## config.mk

```make
export PLATFORM = sky130hd
export DESIGN_NAME = interrupt_controller_flat
export DESIGN_NICKNAME = d
export VERILOG_FILES = /design/src/rtl/interrupt_controller_pkg.sv /design/src/rtl/interrupt_controller_if.sv /design/src/rtl/interrupt_controller_arbiter.sv /design/src/rtl/interrupt_controller.sv /design/src/flat_wrapper.sv
export SDC_FILE = /design/constraint.sdc
export NUM_CORES = 1
export LEC_CHECK = 0
export CORE_ASPECT_RATIO = 1.2
export CORE_MARGIN = 1.5
export CORE_UTILIZATION = 50
export DETAILED_ROUTE_END_ITERATION = 16
export DONT_BUFFER_PORTS = 1
export PLACE_DENSITY = 0.75
export SLEW_MARGIN = 5
export SYNTH_ARGS = -nofsm -noshare
export SYNTH_HDL_FRONTEND = slang
export SYNTH_SLANG_ARGS = --single-unit
export TNS_END_PERCENT = 5
```

## constraint.sdc

```tcl
create_clock -name CLK -period 1.3 [get_ports CLK]
set_input_delay 0.195 -clock CLK [delete_from_list [all_inputs] [get_ports CLK]]
set_output_delay 0.195 -clock CLK [all_outputs]
set_load 0.01 [all_outputs]
```

## src/rtl/interrupt_controller_pkg.sv

```systemverilog
// Shared types and constants for the interrupt controller slice:
// FSM state encoding, default parameter values and the ID width helper.
package irq_pkg;

   typedef enum logic [1:0] {
      IDLE,
      REQ,
      SERVICE,
      RETURN
   } irq_state_e;

   // Default number of request lines.
   localparam int DEF_NUM_SRC = 8;

   // Idle cycles after mret before a new request may be raised; long enough
   // to cover the core's return sequence without padding it with NOPs.
   localparam int DEF_RET_GAP = 3;

   // Width of a source index; never narrower than one bit.
   function automatic int irq_id_width(input int n);
      return (n <= 2) ? 1 : $clog2(n);
   endfunction

endpackage

```

## src/rtl/interrupt_controller_if.sv

```systemverilog
// Signal bundle between the interrupt controller and the core-side logic.
// The slave modport is the controller; the master modport is the core side
// (request sources, mask writer, trap claim/return pulses).
interface interrupt_controller_if
   import irq_pkg::*;
#(
   parameter int NUM_SRC = DEF_NUM_SRC
) ();

   localparam int ID_W = irq_id_width(NUM_SRC);

   logic [NUM_SRC-1:0] SRC_IRQ;
   logic               MASK_WE;
   logic [NUM_SRC-1:0] MASK_WDATA;
   logic               IRQ_ACK;
   logic               MRET;
   logic               INTERRUPT;
   logic [ID_W-1:0]    IRQ_ID;
   logic               IRQ_ACTIVE;
   logic [NUM_SRC-1:0] PENDING;

   modport master (
      output SRC_IRQ,
      output MASK_WE,
      output MASK_WDATA,
      output IRQ_ACK,
      output MRET,
      input  INTERRUPT,
      input  IRQ_ID,
      input  IRQ_ACTIVE,
      input  PENDING
   );

   modport slave (
      input  SRC_IRQ,
      input  MASK_WE,
      input  MASK_WDATA,
      input  IRQ_ACK,
      input  MRET,
      output INTERRUPT,
      output IRQ_ID,
      output IRQ_ACTIVE,
      output PENDING
   );

endinterface

```

## src/rtl/interrupt_controller_arbiter.sv

```systemverilog
// Combinational find-first-set with a rotating start index.
// A start of 0 gives fixed lowest-index priority; feeding last_claimed+1
// gives round-robin. The search wraps from NUM_SRC-1 back to 0.
module irq_arbiter
   import irq_pkg::*;
#(
   parameter int NUM_SRC = DEF_NUM_SRC,
   parameter int ID_W    = irq_id_width(NUM_SRC)
) (
   input  logic [NUM_SRC-1:0] req,
   input  logic [ID_W-1:0]    start,
   output logic               valid,
   output logic [ID_W-1:0]    id
);

   // One extra bit so start + offset cannot overflow before the wrap.
   localparam int IDX_W = ID_W + 1;

   logic [IDX_W-1:0] idx;

   // Scan all sources starting at 'start'; the first set request wins.
   always_comb begin
      // NOTE: every variable gets a default first, so no path leaves it unassigned and no latch is inferred.
      valid = 1'b0;
      id    = '0;
      idx   = '0;
      for (int i = 0; i < NUM_SRC; i++) begin
         idx = {1'b0, start} + IDX_W'(i);
         if (idx >= IDX_W'(NUM_SRC)) begin
            idx = idx - IDX_W'(NUM_SRC);
         end
         if (!valid && req[idx[ID_W-1:0]]) begin
            valid = 1'b1;
            id    = idx[ID_W-1:0];
         end
      end
   end

endmodule

```

## src/rtl/interrupt_controller.sv

```systemverilog
// Interrupt controller: source side of the core's single INTERRUPT input.
// Synchronizes and edge-detects NUM_SRC request lines into pending bits,
// masks them, arbitrates, presents one request and tracks the trap through
// claim (IRQ_ACK) and return (MRET), holding off new requests for RET_GAP
// cycles after mret.
// Optional feature: define IRQ_ROUND_ROBIN_EN for round-robin arbitration
// starting after the last claimed source; otherwise the lowest eligible
// index wins.
module interrupt_controller
   import irq_pkg::*;
#(
   parameter int NUM_SRC = DEF_NUM_SRC,
   parameter int RET_GAP = DEF_RET_GAP
) (
   input  logic                   CLK,
   input  logic                   RSTN,
   interrupt_controller_if.slave  bus
);

   localparam int ID_W  = irq_id_width(NUM_SRC);
   localparam int CNT_W = (RET_GAP > 1) ? $clog2(RET_GAP) : 1;

   logic [NUM_SRC-1:0] sync1;
   logic [NUM_SRC-1:0] sync2;
   logic [NUM_SRC-1:0] edge_q;
   logic [NUM_SRC-1:0] rise;
   logic [NUM_SRC-1:0] pending;
   logic [NUM_SRC-1:0] mask;
   logic [NUM_SRC-1:0] eligible;
   logic [NUM_SRC-1:0] clr;

   irq_state_e         state;
   logic [ID_W-1:0]    irq_id;
   logic [ID_W-1:0]    win_id;
   logic [ID_W-1:0]    start_id;
   logic               win_valid;
   logic               interrupt;
   logic               irq_active;
   logic [CNT_W-1:0]   gap_cnt;
   logic               claim;

   assign rise     = sync2 & ~edge_q;
   assign eligible = pending & mask;
   assign claim    = (state == REQ) && bus.IRQ_ACK;

   // Two-flop synchronizer followed by the edge register that remembers the previous level.
   always_ff @(posedge CLK or negedge RSTN) begin
      if (!RSTN) begin
         sync1  <= '0;
         sync2  <= '0;
         edge_q <= '0;
      end else begin
         // NOTE: sequential state uses non-blocking assignments so every flop samples pre-edge values.
         sync1  <= bus.SRC_IRQ;
         sync2  <= sync1;
         edge_q <= sync2;
      end
   end

   // One-hot clear for the source being claimed this cycle.
   always_comb begin
      clr = '0;
      if (claim) begin
         clr[irq_id] = 1'b1;
      end
   end

   // Pending bits (set beats clear in the same cycle) and the enable mask.
   always_ff @(posedge CLK or negedge RSTN) begin
      if (!RSTN) begin
         pending <= '0;
         mask    <= '0;
      end else begin
         pending <= (pending & ~clr) | rise;
         if (bus.MASK_WE) begin
            mask <= bus.MASK_WDATA;
         end
      end
   end

`ifdef IRQ_ROUND_ROBIN_EN
   logic [ID_W-1:0] last_claimed;

   // Remember the most recently claimed source so the search starts just after it.
   always_ff @(posedge CLK or negedge RSTN) begin
      if (!RSTN) begin
         last_claimed <= ID_W'(NUM_SRC - 1);
      end else if (claim) begin
         last_claimed <= irq_id;
      end
   end

   assign start_id = (last_claimed == ID_W'(NUM_SRC - 1)) ? '0 : last_claimed + 1'b1;
`else
   assign start_id = '0;
`endif

   irq_arbiter #(
      .NUM_SRC (NUM_SRC),
      .ID_W    (ID_W)
   ) u_arbiter (
      .req   (eligible),
      .start (start_id),
      .valid (win_valid),
      .id    (win_id)
   );

   // Trap-tracking FSM with registered INTERRUPT / IRQ_ACTIVE / IRQ_ID and the post-mret gap counter.
   always_ff @(posedge CLK or negedge RSTN) begin
      if (!RSTN) begin
         state      <= IDLE;
         irq_id     <= '0;
         interrupt  <= 1'b0;
         irq_active <= 1'b0;
         gap_cnt    <= '0;
      end else begin
         case (state)
            IDLE: begin
               if (win_valid) begin
                  irq_id    <= win_id;
                  interrupt <= 1'b1;
                  state     <= REQ;
               end
            end
            REQ: begin
               // A claim takes precedence over the source being masked off.
               if (bus.IRQ_ACK) begin
                  interrupt  <= 1'b0;
                  irq_active <= 1'b1;
                  state      <= SERVICE;
               end else if (!mask[irq_id]) begin
                  interrupt <= 1'b0;
                  state     <= IDLE;
               end
            end
            SERVICE: begin
               if (bus.MRET) begin
                  irq_active <= 1'b0;
                  gap_cnt    <= CNT_W'(RET_GAP - 1);
                  state      <= RETURN;
               end
            end
            RETURN: begin
               if (gap_cnt == '0) begin
                  state <= IDLE;
               end else begin
                  gap_cnt <= gap_cnt - 1'b1;
               end
            end
            default: begin
               interrupt  <= 1'b0;
               irq_active <= 1'b0;
               state      <= IDLE;
            end
         endcase
      end
   end

   assign bus.INTERRUPT  = interrupt;
   assign bus.IRQ_ID     = irq_id;
   assign bus.IRQ_ACTIVE = irq_active;
   assign bus.PENDING    = pending;

endmodule
```

## src/flat_wrapper.sv

```systemverilog
// flat-port wrapper written by rule: the top's interface ports become plain ports
module interrupt_controller_flat import irq_pkg::*;
#(
   parameter int NUM_SRC = DEF_NUM_SRC,
   parameter int RET_GAP = DEF_RET_GAP
)
  (CLK, RSTN, bus_SRC_IRQ, bus_MASK_WE, bus_MASK_WDATA, bus_IRQ_ACK, bus_MRET, bus_INTERRUPT, bus_IRQ_ID, bus_IRQ_ACTIVE, bus_PENDING);
  interrupt_controller_if #(.NUM_SRC(NUM_SRC)) bus_i ();
  input  logic CLK;
  input  logic RSTN;
  input wire logic [$bits(bus_i.SRC_IRQ)-1:0] bus_SRC_IRQ;
  input wire logic [$bits(bus_i.MASK_WE)-1:0] bus_MASK_WE;
  input wire logic [$bits(bus_i.MASK_WDATA)-1:0] bus_MASK_WDATA;
  input wire logic [$bits(bus_i.IRQ_ACK)-1:0] bus_IRQ_ACK;
  input wire logic [$bits(bus_i.MRET)-1:0] bus_MRET;
  output wire logic [$bits(bus_i.INTERRUPT)-1:0] bus_INTERRUPT;
  output wire logic [$bits(bus_i.IRQ_ID)-1:0] bus_IRQ_ID;
  output wire logic [$bits(bus_i.IRQ_ACTIVE)-1:0] bus_IRQ_ACTIVE;
  output wire logic [$bits(bus_i.PENDING)-1:0] bus_PENDING;
  assign bus_i.SRC_IRQ = bus_SRC_IRQ;
  assign bus_i.MASK_WE = bus_MASK_WE;
  assign bus_i.MASK_WDATA = bus_MASK_WDATA;
  assign bus_i.IRQ_ACK = bus_IRQ_ACK;
  assign bus_i.MRET = bus_MRET;
  assign bus_INTERRUPT = bus_i.INTERRUPT;
  assign bus_IRQ_ID = bus_i.IRQ_ID;
  assign bus_IRQ_ACTIVE = bus_i.IRQ_ACTIVE;
  assign bus_PENDING = bus_i.PENDING;
  interrupt_controller #(.NUM_SRC(NUM_SRC), .RET_GAP(RET_GAP)) u_core (.CLK(CLK), .RSTN(RSTN), .bus(bus_i));
endmodule
```

==> impl_metrics.yaml, run 1 <==
timing:
  max_freq_ghz: 0.760
  worst_pin_slew_ps: 341
  final-setup-viol-count: 2
  whs_ps: -413
  fin_crit_ps: 1320
  hold_viol: 49
  relSlewSlack: 0.773
  slew_violations: 0
  worst_slack_ps: -15.9
  clock_skew_ps: 8.88
  rsz0062_at_grt: "true"
  post-route-period-util: 1.01
outcome:
  outcome: "complete, but fails checks"
  violations: "negative hold slack, negative setup slack"
detailed_routing:
  wl_um: 3540
  drc_errors: 0
  postRouteAntennaNets: 0
  avgViaCountPerCell: 5.71
  drt_iter0_markers: 41
  vias: 1262
  first_pass_iters: 4
  post_drt_wl_per_cell_um: 16.0
clock_network:
  clock-root-buffer: "clkbuf_8"
  cts-htree-levels: 2
  clk_pin_slew_worst_paths_ps: 90
  postCtsHoldBufs: 8
  cts_sinks: 49
  insertion_delay_ps: 290
  cts_buffers: 5
  cts_tree: "done"
  clk_path_buf_depth: 2
power:
  clkPwrFrac: 0.281
  vdd_drop_max_v: 0.00106
  p_leak_nw: 1.02
  p_seq_frac: 0.447
  p_comb_frac: 0.272
  powerDensity_nw_per_um2: 1980
  p_int_mw: 3.14
  power_mw: 4.50
  power.switching_mw: 1.35
  switching_share: 0.301
worst_setup_path:
  path_max_fanout: 4
  path_class: "reg2reg"
  crit_family: "compound AO/OA/AOI/OAI gates"
  crit_buf_inv: 0
  worst-endpoint-arrival_ps: 1480
  critPathLaunchType: "flip-flop"
  slowest_stage: "dfrtp_1"
  setup.worst_path.end_class: "flip-flop"
  max_stage_delay_ps: 420
  required_ps: 1470
  crit_chain: "a22oi_1, a41o_1, o311ai_2"
final_layout:
  drive_gt1_frac: 0.247
  fin_area_um2: 2270
  area_delta_synth_final_pct: 23.1
  final_cells: 221
  insertedDiodeCount: 0
  fin_nets: 203
place:
  placed_area_um2: 2000
  dp_hpwl_um: 2540
  portBuffers: 0
  gp_congestion: 0.865
  dp.cells: 203
floorplanning:
  start_util: 0.516
  core_area_um2: 3570
  num_rows: 24
  die_h_um: 69.6
  io-pin-count: 34
  dieArea_um2: 4070
  chipWidth_um: 58.5
grt:
  grt_max_degree: 50
  grt_pass1_vias: 1273
  grt_pass1_wl_um: 5710
  antenna_found_initial: 0
  grt_overflow: 0
  grtUsageTotal: 0.186
synth:
  yosys_warnings: 0
  synth_cell_types: 29
  synth_area_um2: 1850
  synth.avg_cell_area_um2: 12.3
  synth_fp_nets: 172
  ys_ff_latch: 49
  ys_seq_area_frac: 0.664
  synth_cells: 150
worst_hold_path:
  hold_class: "in2async"
run:
  maxCapViolCount: 0
==> registers in the layout, summed over array words and instances (netlist names), named ones only <==
signal,count
u_core.state,1
u_core.edge_q,8
u_core.mask,8
u_core.gap_cnt,2
u_core.bus.INTERRUPT,1
u_core.bus.IRQ_ID,3
u_core.sync1,8
u_core.sync2,8
u_core.bus.PENDING,8
u_core.bus.IRQ_ACTIVE,1
==> Yosys cell counts, drive strengths merged <==
cell | number | area (um^2)
dfrtp | 49 | 1230
o21ai | 16 | 80.1
inv | 14 | 52.6
nor2 | 10 | 37.5
nand2 | 9 | 33.8
mux2 | 8 | 90.1
a21oi | 7 | 35.0
mux2i | 5 | 50.1
a22oi | 4 | 30.0
a31oi | 3 | 18.8
o31ai | 3 | 22.5
a32o | 2 | 20.0
buf | 2 | 18.8
clkbuf | 2 | 7.51
nand2b | 2 | 12.5
nand3b | 2 | 15.0
nand4 | 2 | 12.5
a222oi | 1 | 10.0
a41o | 1 | 10.0
a41oi | 1 | 8.76
ha | 1 | 12.5
nor2b | 1 | 6.26
nor3 | 1 | 5.00
o22ai | 1 | 6.26
o311ai | 1 | 8.76
or2 | 1 | 8.76
or3 | 1 | 6.26
==> stage by stage <==
stage          TNS, ps   util  setup WS [ps]  hold WS (ps)
6_report         -16.7  0.636          -15.9          -413
5_1_grt           -284  0.636          -72.5          -434
4_1_cts              0  0.625           2.33          -424
3_5_place_dp     -42.7  0.561          -39.2         -99.5
3_3_place_gp         0  0.561           34.9         -99.4
2_1_floorplan        0      -           29.5          -101
==> worst paths after layout <==
path / startpoint / to / slack [ps] / cells after the start
max in group asynchronous: RSTN / u_core.bus.IRQ_ID[2]$_DFFE_PN0P_ / 1620 / 0
setup reg to reg: u_core.mask[7]$_DFFE_PN0P_ / u_core.state[0]$_DFFE_PN0P_ / -20 / 3
setup / recovery: u_core.mask[7]$_DFFE_PN0P_ / u_core.state[0]$_DFFE_PN0P_ / -20 / 3
hold reg to reg: u_core.sync1[0]$_DFF_PN0_ / u_core.sync2[0]$_DFF_PN0_ / 350 / 0
hold / removal: RSTN / u_core.bus.IRQ_ID[1]$_DFFE_PN0P_ / -410 / 0
min in group CLK: bus_MASK_WDATA[7] / u_core.mask[7]$_DFFE_PN0P_ / 40 / 1
==> layout make-up <==
class,instances,area (um^2)
clock buffers,5,68.8
fillers,288,1300
clock inverters,3,68.8
multi-input cells,83,573
well taps,39,48.8
inverters,14,52.6
repair buffers,28,230
flip-flops and latches,49,1230
==> logic make-up after synthesis <==
group                      after synthesis  synth area share
DFF                                     49             0.664
buffers and inverters                   18            0.0427
and+or+nand+nor                         29            0.0746
muxes                                   13            0.0759
adders and majority gates                1           0.00678
AOI/OAI and AO/OA                       40             0.136
==> what timing repair did <==
item | in CTS | in global routing
gates resized for setup | 3 | 7
gates cloned | 0 | 0
endpoints found under the setup margin | 3 | 10
pin swaps | 0 | 2
buffers inserted | 0 | 2
hold endpoints to repair | 57 | 49
==> power groups by stage <==
stage	registers (mW)	logic [mW]	clock network (mW)
final	2.01	1.22	1.26
after global routing	2.04	1.35	1.35
after CTS	2.01	1.13	1.29
after detailed placement	2.03	1.10	0
after global placement	2.02	1.05	0
after floorplan	1.98	0.760	0
==> routing by layer <==
| layer | track usage | wire length, um | vias up |
|---|---|---|---|
| li1 | - | - | 585 |
| met1 | 0.226 | 1370 | 623 |
| met2 | 0.300 | 1860 | 46 |
| met3 | 0.0578 | 235 | 8 |
| met4 | 0.0827 | 77 | 0 |
| met5 | 0 | 0 | - |
==> layout by cell type (no fill, tap or decap), types with 3 or more instances in the layout <==
cell           count
dfrtp_1           47
o21ai_0           13
a21oi_1            7
nand2_1            9
nor2_1            10
dlygate4sd3_1      8
a31oi_1            3
mux2i_1            5
mux2_2             8
buf_4             20
clkbuf_8           5
o21ai_1            3
inv_1             14
No activity file was read; power rests on OpenSTA's default activity.
==> run 2: changes to the inputs <==
--- a/config.mk
+++ b/config.mk
@@ -11,6 +11,7 @@
 export DETAILED_ROUTE_END_ITERATION = 16
 export DONT_BUFFER_PORTS = 1
 export PLACE_DENSITY = 0.75
+export REMOVE_ABC_BUFFERS = 1
 export SLEW_MARGIN = 5
 export SYNTH_ARGS = -nofsm -noshare
 export SYNTH_HDL_FRONTEND = slang
==> run 2 against run 1 <==
  * The flow finishes with violations (negative hold slack)
  * Sequential share of layout area up 0.60 points
  * Final cell count grew 0.45%
  * Register-to-register slack gained 30 ps
  * First-iteration DRC count is 150% higher
  * Largest power group unchanged
==> impl_metrics.yaml, run 2 (synthesis gave the netlist of run 1 again) <==
outcome:
  outcome: "complete, but fails checks"
  violations: "negative hold slack"
timing:
  hold_viol: 49
  rsz0062_at_grt: "true"
  clock_skew_ps: 6.09
  slew_violations: 0
  relSlewSlack: 0.794
  fin_crit_ps: 1290
  whs_ps: -416
  fin_tns_setup_ps: 0
  post-route-period-util: 0.991
  final-setup-viol-count: 0
  max_freq_ghz: 0.776
  worst_pin_slew_ps: 309
final_layout:
  final_cells: 222
  area_delta_synth_final_pct: 21.7
  fin_util: 0.629
  mostFrequentLayoutCell: "dfrtp_1"
  mostFrequentLayoutCells: "dfrtp_1, buf_4, inv_1"
  fillers: 274
  insertedDiodeCount: 0
  register_area_um2: 1230
  fin_nets: 204
  drive_gt1_frac: 0.246
  multiInputGateArea_um2: 563
worst_setup_path:
  crit_buf_inv: 0
  critPathLaunchType: "flip-flop"
  max_stage_delay_ps: 440
  cp_num_cells: 4
  setup.worst_path.end_class: "flip-flop"
  path_max_fanout: 4
  required_ps: 1480
  reg2regPathDepth: 4
  regToRegEndpoint: "u_core.bus.PENDING[0]$_DFF_PN0_"
  reg2reg_from: "u_core.state[0]$_DFFE_PN0P_"
  startpoint: "u_core.state[0]$_DFFE_PN0P_"
  crit_family: "flip-flops"
  reg2reg_slack_ps: 10
  worst-endpoint-arrival_ps: 1470
  crit_chain: "nand2_2, or3_4, o31ai_2, o21ai_1"
  slowest_stage: "dfrtp_1"
  path_class: "reg2reg"
  endpoint: "u_core.bus.PENDING[0]$_DFF_PN0_"
detailed_routing:
  postRouteAntennaNets: 0
  drc_errors: 0
  vias: 1275
  first_pass_iters: 5
  wl_um: 3640
  post_drt_wl_per_cell_um: 16.4
  avgViaCountPerCell: 5.74
  drt_iter0_markers: 101
power:
  p_seq_frac: 0.472
  clkPwrFrac: 0.249
  vdd_drop_max_v: 0.00109
  power_mw: 4.25
  switching_share: 0.312
  p_leak_nw: 1.01
  p_int_mw: 2.93
  powerDensity_nw_per_um2: 1890
  p_comb_frac: 0.279
  power.switching_mw: 1.33
grt:
  grtUsageTotal: 0.197
  antenna_found_initial: 0
  grt_max_degree: 50
  grt_pass1_vias: 1314
  grt_overflow: 0
  grt_pass1_wl_um: 5910
floorplanning:
  core_area_um2: 3570
  dieArea_um2: 4070
  die_h_um: 69.6
  io-pin-count: 34
  start_util: 0.516
  num_rows: 24
  chipWidth_um: 58.5
place:
  dp_hpwl_um: 2630
  dp.cells: 206
  gp_congestion: 0.904
  portBuffers: 0
clock_network:
  postCtsHoldBufs: 8
  clk_pin_slew_worst_paths_ps: 90
  cts_sinks: 49
  cts_tree: "done"
  clock-root-buffer: "clkbuf_8"
  cts_buffers: 5
  clk_path_buf_depth: 2
  cts-htree-levels: 2
  insertion_delay_ps: 290
  postCtsSetupRepairBufs: 0
worst_hold_path:
  hold_class: "in2async"
run:
  maxCapViolCount: 0
## run 2: worst min path at each step
stage	end	slack (ps)
after floorplan	asynchronous set/reset pin	-100
after global placement	u_core.gap_cnt[0]$_DFFE_PN0P_	-100
after detailed placement	u_core.gap_cnt[0]$_DFFE_PN0P_	-100
after CTS	u_core.bus.PENDING[3]$_DFF_PN0_	-430
after global routing	u_core.bus.INTERRUPT$_DFFE_PN0P_	-440
final	u_core.state[0]$_DFFE_PN0P_	-420
## run 2: power groups by stage
stage | sequential (mW) | combinational (mW) | clock [mW]
2_1_floorplan | 2.06 | 0.609 | 0
3_3_place_gp | 2.00 | 1.10 | 0
3_5_place_dp | 2.02 | 1.13 | 0
4_1_cts | 1.99 | 1.17 | 1.10
5_1_grt | 2.05 | 1.31 | 1.15
6_report | 2.01 | 1.18 | 1.06
## run 2: through the flow
stage / area (um^2) / setup WS (ps)
6_report: 2250 / 11.4
5_1_grt: 2250 / -58.8
4_1_cts: 2230 / 15.7
3_5_place_dp: 2030 / -35.6
3_3_place_gp: 2030 / 27.4
2_1_floorplan: 1820 / 28.4
## run 2: metal layers
metal	global-route usage	routed length, um	vias up
met1	0.226	1340	640
met5	0	0	-
met2	0.325	2010	46
li1	-	-	585
met4	0.0879	37	0
met3	0.0709	251	4
## run 2: final cells by class
cell class | instances | share of cell area
clock buffer | 5 | 0.0306
timing repair buffer | 29 | 0.106
clock inverter | 3 | 0.0206
inverter | 14 | 0.0234
sequential | 49 | 0.547
multi-input combinational | 83 | 0.251
tap | 39 | 0.0217
## run 2: repair_timing
item,4_1_cts,5_1_grt
endpoints found under the hold margin,57,49
pin swaps,0,4
endpoints found under the setup margin,5,12
resized for setup,4,8
